## src/rtl/weight_mem_pkg.sv

```systemverilog
// Shared constants and types for the weight bank streamer.
package weight_mem_pkg;

    localparam int DEF_DATA_W    = 16;
    localparam int DEF_DEPTH     = 28;
    localparam int DEF_NUM_BANKS = 4;

    // Stream engine states
    typedef enum logic [1:0] {
        IDLE  = 2'd0,
        RUN   = 2'd1,
        DRAIN = 2'd2
    } state_t;

    // One output beat in the default configuration
    typedef struct packed {
        logic [DEF_NUM_BANKS*DEF_DATA_W-1:0] data;
        logic [$clog2(DEF_DEPTH)-1:0]        addr;
        logic                                last;
    } beat_t;

endpackage

```

## src/rtl/weight_bank_ram.sv

```systemverilog
// Single weight bank: DEPTH x DATA_W block RAM, one write port and one
// synchronous read-first read port. Contents are not reset.
module weight_bank_ram
    import weight_mem_pkg::*;
#(
    parameter int DATA_W = DEF_DATA_W,
    parameter int DEPTH  = DEF_DEPTH,
    localparam int ADDR_W = $clog2(DEPTH)
) (
    input  logic              i_clk,
    input  logic              i_wr_en,
    input  logic [ADDR_W-1:0] i_wr_addr,
    input  logic [DATA_W-1:0] i_wr_data,
    input  logic              i_rd_en,
    input  logic [ADDR_W-1:0] i_rd_addr,
    output logic [DATA_W-1:0] o_rd_data
);

    (* ram_style = "block" *) logic [DATA_W-1:0] r_mem [DEPTH];
    logic [DATA_W-1:0] r_rd_data;

    // Write port and registered read port; read data holds when not enabled
    always_ff @(posedge i_clk) begin
        if (i_wr_en) begin
            r_mem[i_wr_addr] <= i_wr_data;
        end
        if (i_rd_en) begin
            r_rd_data <= r_mem[i_rd_addr];
        end
    end

    assign o_rd_data = r_rd_data;

endmodule

```

## src/rtl/weight_bank_streamer.sv

```systemverilog
// NUM_BANKS parallel weight banks with a host write port and a read engine
// that streams addresses 0..len-1 as valid/ready beats NUM_BANKS words wide.
module weight_bank_streamer
    import weight_mem_pkg::*;
#(
    parameter int DATA_W    = DEF_DATA_W,
    parameter int DEPTH     = DEF_DEPTH,
    parameter int NUM_BANKS = DEF_NUM_BANKS,
    localparam int ADDR_W   = $clog2(DEPTH),
    localparam int BANK_W   = (NUM_BANKS > 1) ? $clog2(NUM_BANKS) : 1,
    localparam int LEN_W    = $clog2(DEPTH + 1)
) (
    input  logic                          CLK,
    input  logic                          RST_N,
    input  logic                          wr_en,
    input  logic [BANK_W-1:0]             wr_bank,
    input  logic [ADDR_W-1:0]             wr_addr,
    input  logic [DATA_W-1:0]             wr_data,
    input  logic                          start,
    input  logic [LEN_W-1:0]              len,
    output logic                          busy,
    output logic                          err,
    output logic                          out_valid,
    input  logic                          out_ready,
    output logic [NUM_BANKS*DATA_W-1:0]   out_data,
    output logic [ADDR_W-1:0]             out_addr,
    output logic                          out_last,
    output logic                          done
);

    localparam int BEAT_W = NUM_BANKS * DATA_W;

    typedef struct packed {
        logic [BEAT_W-1:0] data;
        logic [ADDR_W-1:0] addr;
        logic              last;
    } lane_beat_t;

    state_t            r_state;
    state_t            w_state_nxt;
    logic [LEN_W-1:0]  r_len;
    logic [LEN_W-1:0]  r_rd_ptr;
    logic              r_inflight;
    logic [ADDR_W-1:0] r_if_addr;
    logic              r_if_last;
    lane_beat_t        r_buf [2];
    logic              r_head;
    logic              r_tail;
    logic [1:0]        r_count;
    logic              r_err;
    logic              r_done;

    logic              w_wr_ok;
    logic              w_len_ok;
    logic              w_start_ok;
    logic              w_issue;
    logic              w_last_issue;
    logic              w_pop;
    logic              w_push;
    logic [1:0]        w_occ;
    logic              w_done_nxt;
    logic [BEAT_W-1:0] w_ram_data;
    lane_beat_t        w_bypass;
    lane_beat_t        w_head;

    assign w_wr_ok = wr_en && (r_state == IDLE)
                   && ({1'b0, wr_addr} < (ADDR_W+1)'(DEPTH))
                   && ({1'b0, wr_bank} < (BANK_W+1)'(NUM_BANKS));

    assign w_len_ok   = (len != '0) && (len <= LEN_W'(DEPTH));
    assign w_start_ok = (r_state == IDLE) && start && w_len_ok;

    genvar b;
    generate
        for (b = 0; b < NUM_BANKS; b++) begin : g_bank
            weight_bank_ram #(
                .DATA_W (DATA_W),
                .DEPTH  (DEPTH)
            ) u_bank (
                .i_clk     (CLK),
                .i_wr_en   (w_wr_ok && (wr_bank == BANK_W'(b))),
                .i_wr_addr (wr_addr),
                .i_wr_data (wr_data),
                .i_rd_en   (w_issue),
                .i_rd_addr (r_rd_ptr[ADDR_W-1:0]),
                .o_rd_data (w_ram_data[b*DATA_W +: DATA_W])
            );
        end
    endgenerate

    // The RAM read register acts as a bypass stage in front of the FIFO so
    // that an empty buffer costs no extra cycle of latency.
    assign w_bypass  = '{data: w_ram_data, addr: r_if_addr, last: r_if_last};
    assign w_head    = (r_count != 2'd0) ? r_buf[r_head] : w_bypass;
    assign out_valid = (r_count != 2'd0) || r_inflight;
    assign out_data  = out_valid ? w_head.data : '0;
    assign out_addr  = out_valid ? w_head.addr : '0;
    assign out_last  = out_valid && w_head.last;
    assign busy      = (r_state != IDLE);
    assign err       = r_err;
    assign done      = r_done;

    assign w_pop  = out_valid && out_ready;
    assign w_push = r_inflight && !((r_count == 2'd0) && out_ready);
    // Buffered beats after this edge; a new read may only be issued if its
    // data is guaranteed a free slot.
    assign w_occ  = r_count + {1'b0, r_inflight} - {1'b0, w_pop};

    assign w_last_issue = (r_rd_ptr == (r_len - LEN_W'(1)));
    assign w_issue      = (r_state == RUN) && (w_occ < 2'd2);

    // Next-state decode and done pulse request
    always_comb begin
        w_state_nxt = r_state;
        w_done_nxt  = 1'b0;
        case (r_state)
            IDLE: begin
                if (w_start_ok) begin
                    w_state_nxt = RUN;
                end
            end
            RUN: begin
                if (w_issue && w_last_issue) begin
                    w_state_nxt = DRAIN;
                end
            end
            DRAIN: begin
                if (w_occ == 2'd0) begin
                    w_state_nxt = IDLE;
                    w_done_nxt  = 1'b1;
                end
            end
            default: w_state_nxt = IDLE;
        endcase
    end

    // State register
    always_ff @(posedge CLK or negedge RST_N) begin
        if (!RST_N) begin
            r_state <= IDLE;
        end else begin
            r_state <= w_state_nxt;
        end
    end

    // Stream counters, in-flight read tracking and status pulses
    always_ff @(posedge CLK or negedge RST_N) begin
        if (!RST_N) begin
            r_len      <= '0;
            r_rd_ptr   <= '0;
            r_inflight <= 1'b0;
            r_if_addr  <= '0;
            r_if_last  <= 1'b0;
            r_err      <= 1'b0;
            r_done     <= 1'b0;
        end else begin
            if (w_start_ok) begin
                r_len    <= len;
                r_rd_ptr <= '0;
            end else if (w_issue) begin
                r_rd_ptr <= r_rd_ptr + LEN_W'(1);
            end
            r_inflight <= w_issue;
            if (w_issue) begin
                r_if_addr <= r_rd_ptr[ADDR_W-1:0];
                r_if_last <= w_last_issue;
            end
            r_err  <= (r_state == IDLE) && start && !w_len_ok;
            r_done <= w_done_nxt;
        end
    end

    // Output FIFO pointers and occupancy
    always_ff @(posedge CLK or negedge RST_N) begin
        if (!RST_N) begin
            r_head  <= 1'b0;
            r_tail  <= 1'b0;
            r_count <= '0;
        end else begin
            if (w_push) begin
                r_tail <= ~r_tail;
            end
            if (w_pop && (r_count != 2'd0)) begin
                r_head <= ~r_head;
            end
            r_count <= w_occ;
        end
    end

    // Output FIFO storage
    always_ff @(posedge CLK) begin
        if (w_push) begin
            r_buf[r_tail] <= w_bypass;
        end
    end

endmodule
```

## config.mk

```make
export PLATFORM = sky130hd
export DESIGN_NAME = weight_bank_streamer
export DESIGN_NICKNAME = d
export VERILOG_FILES = /design/src/rtl/weight_mem_pkg.sv /design/src/rtl/weight_bank_ram.sv /design/src/rtl/weight_bank_streamer.sv
export SDC_FILE = /design/constraint.sdc
export NUM_CORES = 2
export LEC_CHECK = 0
export BUFFER_PORTS_ARGS = -buffer_cell sky130_fd_sc_hd__buf_4
export CAP_MARGIN = 20
export CORE_ASPECT_RATIO = 0.7
export CORE_UTILIZATION = 59
export CTS_CLUSTER_SIZE = 30
export DETAILED_ROUTE_END_ITERATION = 8
export PLACE_DENSITY = 0.84
export REMOVE_ABC_BUFFERS = 1
export SYNTH_ARGS = -nofsm -noshare
export SYNTH_HDL_FRONTEND = slang
export SYNTH_HIERARCHICAL = 1
export SYNTH_SLANG_ARGS = --single-unit
```

## constraint.sdc

```tcl
create_clock -name CLK -period 12.7 [get_ports CLK]
set_input_delay 2.54 -clock CLK [delete_from_list [all_inputs] [get_ports CLK]]
set_output_delay 2.54 -clock CLK [all_outputs]
set_load 0.03 [all_outputs]
```

==> flow_summary_export.csv <==
group,metric,value,unit
clock_network,cts_buffers,174,
synth,netlist_area,79400,um^2
grt,use_met3,7.31,%
timing,fin_tns_setup,0,ns
routing,drt-vias-per-instance,6.65,
flow_run,cap_violations,0,
timing,hold_ws,0.480,ns
routing,wl_per_cell,30.1,um
routing,vias,42221,
timing,setup_violations,0,
routing,postRouteAntennaNets,0,
setup_path,reg2reg_depth,5,
timing,fin_crit_sh,42.1,%
status,status,"finished clean",
setup_path,endpoint_kind,"output pin",
grt,met2_usage,42.2,%
synth,synth-main-ff-cell,"edfxtp_1",
pwr,leakage,29.2,nW
grt,grt_usage,28.0,%
final_layout,final_common_cell,"edfxtp_1",
floorplan,initial_core_util,59.5,%
setup_path,cp_max_fo,70,
setup_path,startpoint_type,"flop",
worst_hold_path,min_path_cells,0,
grt,grt_pass1_vias,40779,
clock_network,tritoncts,"yes",
timing,period_needed,5.35,ns
timing,worst_pin_slew,1.18,ns
routing,drc_errors,0,
pwr,vdd_drop_max,0.238,mV
setup_path,r2r-end,"g_bank[1].u_bank/o_rd_data[1]",
final_layout,finalNonFillerCells,6349,
grt,grt-ovfl-total,0,
setup_path,ff2ff_setup_slack,8.33,ns
placed_design,post-place-cells,6027,
timing,hold_viol_final,0,
routing,first_pass_iters,7,
synth,syn_inst,4204,
final_layout,n_fill_cell,8265,
placed_design,dpl.hpwl,109,mm
grt,grt_max_degree,138,
synth,avgSynthCellArea,18.9,um^2
timing,rsz0062_at_grt,"no",
routing,wirelength,191,mm
setup_path,r2r-start,"r_rd_ptr[0]",
floorplan,core-area,133000,um^2
timing,max_freq,187,MHz
clock_network,path_clk_slew,0.07,ns
final_layout,layout-drive-gt1-share,16.1,%
final_layout,final_util,65.6,%
floorplan,rows,112,
final_layout,nNetsFinal,4474,
placed_design,place.gp.congestion,0.900,
pwr,powerDensity,218,nW/um^2
clock_network,cts_root_buf,"clkbuf_16",
worst_hold_path,hp-start,"g_bank[1].u_bank/o_rd_data[15]",
clock_network,insertion_delay,0.83,ns
placed_design,io_buffers,106,
grt,grt_pass1_wl,274,mm
synth,ys_ff_latch,2021,
clock_network,htree_levels,4,
final_layout,layout_common_cells,"edfxtp_1 (1,996), mux2i_1 (594), buf_4 (269), nand2_1 (211), nand3_1 (198)",
clock_network,cts.sinks,2021,
timing,timing.slew.headroom,21.3,%
synth,synth-seq-area-share,76.2,%
routing,drtIter0Drc,6649,
setup_path,critPathKind,"reg2out",
floorplan,pin_count,107,
synth,ys_async_sr_fraction,1.24,%
synth,synth_edf_count,1996,
grt,antenna_found_initial,14,
timing,slew_viol_final,0,
worst_hold_path,worstHoldPathType,"reg2reg",
clock_network,clockBufferDepth,3,
setup_path,crit_required,10.16,ns
floorplan,die_h,309,um
clock_network,ctsResizeCount,0,
timing,skew,0.0258,ns
grt,grt.busiest_layer,"met2",
setup_path,crit_path_start,"r_count[1]",
final_layout,syn2layout_area_growth,10.2,%
floorplan,fp.dieW,441,um
floorplan,die_area,136000,um^2
pwr,finalPower,0.0191,W
grt,grtUsageMet1,40.3,%
clock_network,hold_buffers,0,
clock_network,post_cts_buffers,0,
synth,synth_warnings,6,
worst_hold_path,holdPathEnd,"r_buf[0][37]",
setup_path,critPathArrivalTime,2.81,ns
synth,ys_types,60,
[stage by stage]
stage / cell area (um^2) / worst slack [ns]
global route: 87500 / 7.14
CTS: 87500 / 7.30
global placement: 81900 / 7.04
detailed placement: 82000 / 7.25
floorplan: 77600 / -12.80
finish: 87500 / 7.35
[registers in the layout, indices dropped and copies added, names as in the netlist]
name and count:
r_state 2, r_if_last 1, r_buf 140, r_len 5
r_count 2, r_inflight 1, r_head 1, g_bank.u_bank/r_mem 1792
done 1, g_bank.u_bank/o_rd_data 64, err 1, r_tail 1
r_if_addr 5, r_rd_ptr 5
[worst max-delay path by stage]
stage | end | slack, ns
final | out_data[43] | 7.35
after global routing | out_data[43] | 7.14
after CTS | out_data[43] | 7.30
after detailed placement | r_rd_ptr[0] | 7.25
after global placement | g_bank[2].u_bank/r_mem[11][10] | 7.04
after floorplan | g_bank[0].u_bank/o_rd_data[0] | -12.80
[cell families after synthesis]
kind of cell    count (synthesis)  synth area share (%)
xor+xnor                       12                 0.151
fa+ha+maj                       4                0.0630
simple gates                  728                  4.53
buf+inv                       229                  2.37
compound gates                403                  3.20
mux                           807                  13.4
flops                        2021                  76.2
[synthesized netlist by cell type, types with 5 or more instances]
cell type     n  share of area, %
inv_1         9             0.043
or3b_2       12              0.13
edfxtp_1   1996                75
or2_2        12             0.095
nand2b_1     18              0.14
buf_2        23              0.14
mux4_2      116               3.3
o221a_2      16              0.23
o21ai_0      77              0.49
nor3_2       16              0.20
dfrtp_1      25              0.79
nor2b_1      14              0.11
buf_8        12              0.23
buf_1         9             0.043
buf_6        52              0.74
xnor2_1       7             0.077
nand3_1     198               1.2
nor2_1      130              0.61
mux2_2       20              0.28
clkbuf_1     75              0.35
buf_12       16              0.40
and3_1       18              0.14
mux4_1       68               2.2
mux2_1        9              0.13
nand2_1     211               1.0
a21oi_1     125              0.79
a22oi_1     120               1.1
nand4_1      41              0.32
clkbuf_8     16              0.28
and2_1       14              0.11
mux2i_1     594               7.5
buf_4        12              0.11
or3_1         5             0.039
nand3b_1     24              0.23
o22ai_1      48              0.38
[worst max-delay path, cell delays in order (launching register included)]
cell and delay (ns):
dfrtp_1 0.43, nor2_4 0.33, buf_4 0.60, nand3_1 0.14, o21ai_0 0.17, buf_4 0.22
[routing by layer]
metal / vias up / routed length, um
met5: - / 88
met1: 21172 / 71600
met4: 12 / 6100
met3: 457 / 25700
li1: 17369 / -
met2: 3211 / 87600
[layout make-up]
class	instances	area (um^2)	area share [%]
flip-flops and latches	2021	60600	69.2
multi-input cells	1954	17000	19.5
clock buffers	216	4510	5.16
well taps	1767	2210	2.53
repair buffers	276	2160	2.47
clock inverters	98	940	1.07
inverters	10	38.8	0.0443
diodes	7	17.5	0.0200
[report_power, final]
part	internal, W	total (W)	switching [W]
combinational	0.00201	0.00564	0.00362
sequential	0.00793	0.00829	0.000355
clock	0.00277	0.00518	0.00241
total	0.0127	0.0191	0.00639
(Power assumes the default switching activity.)
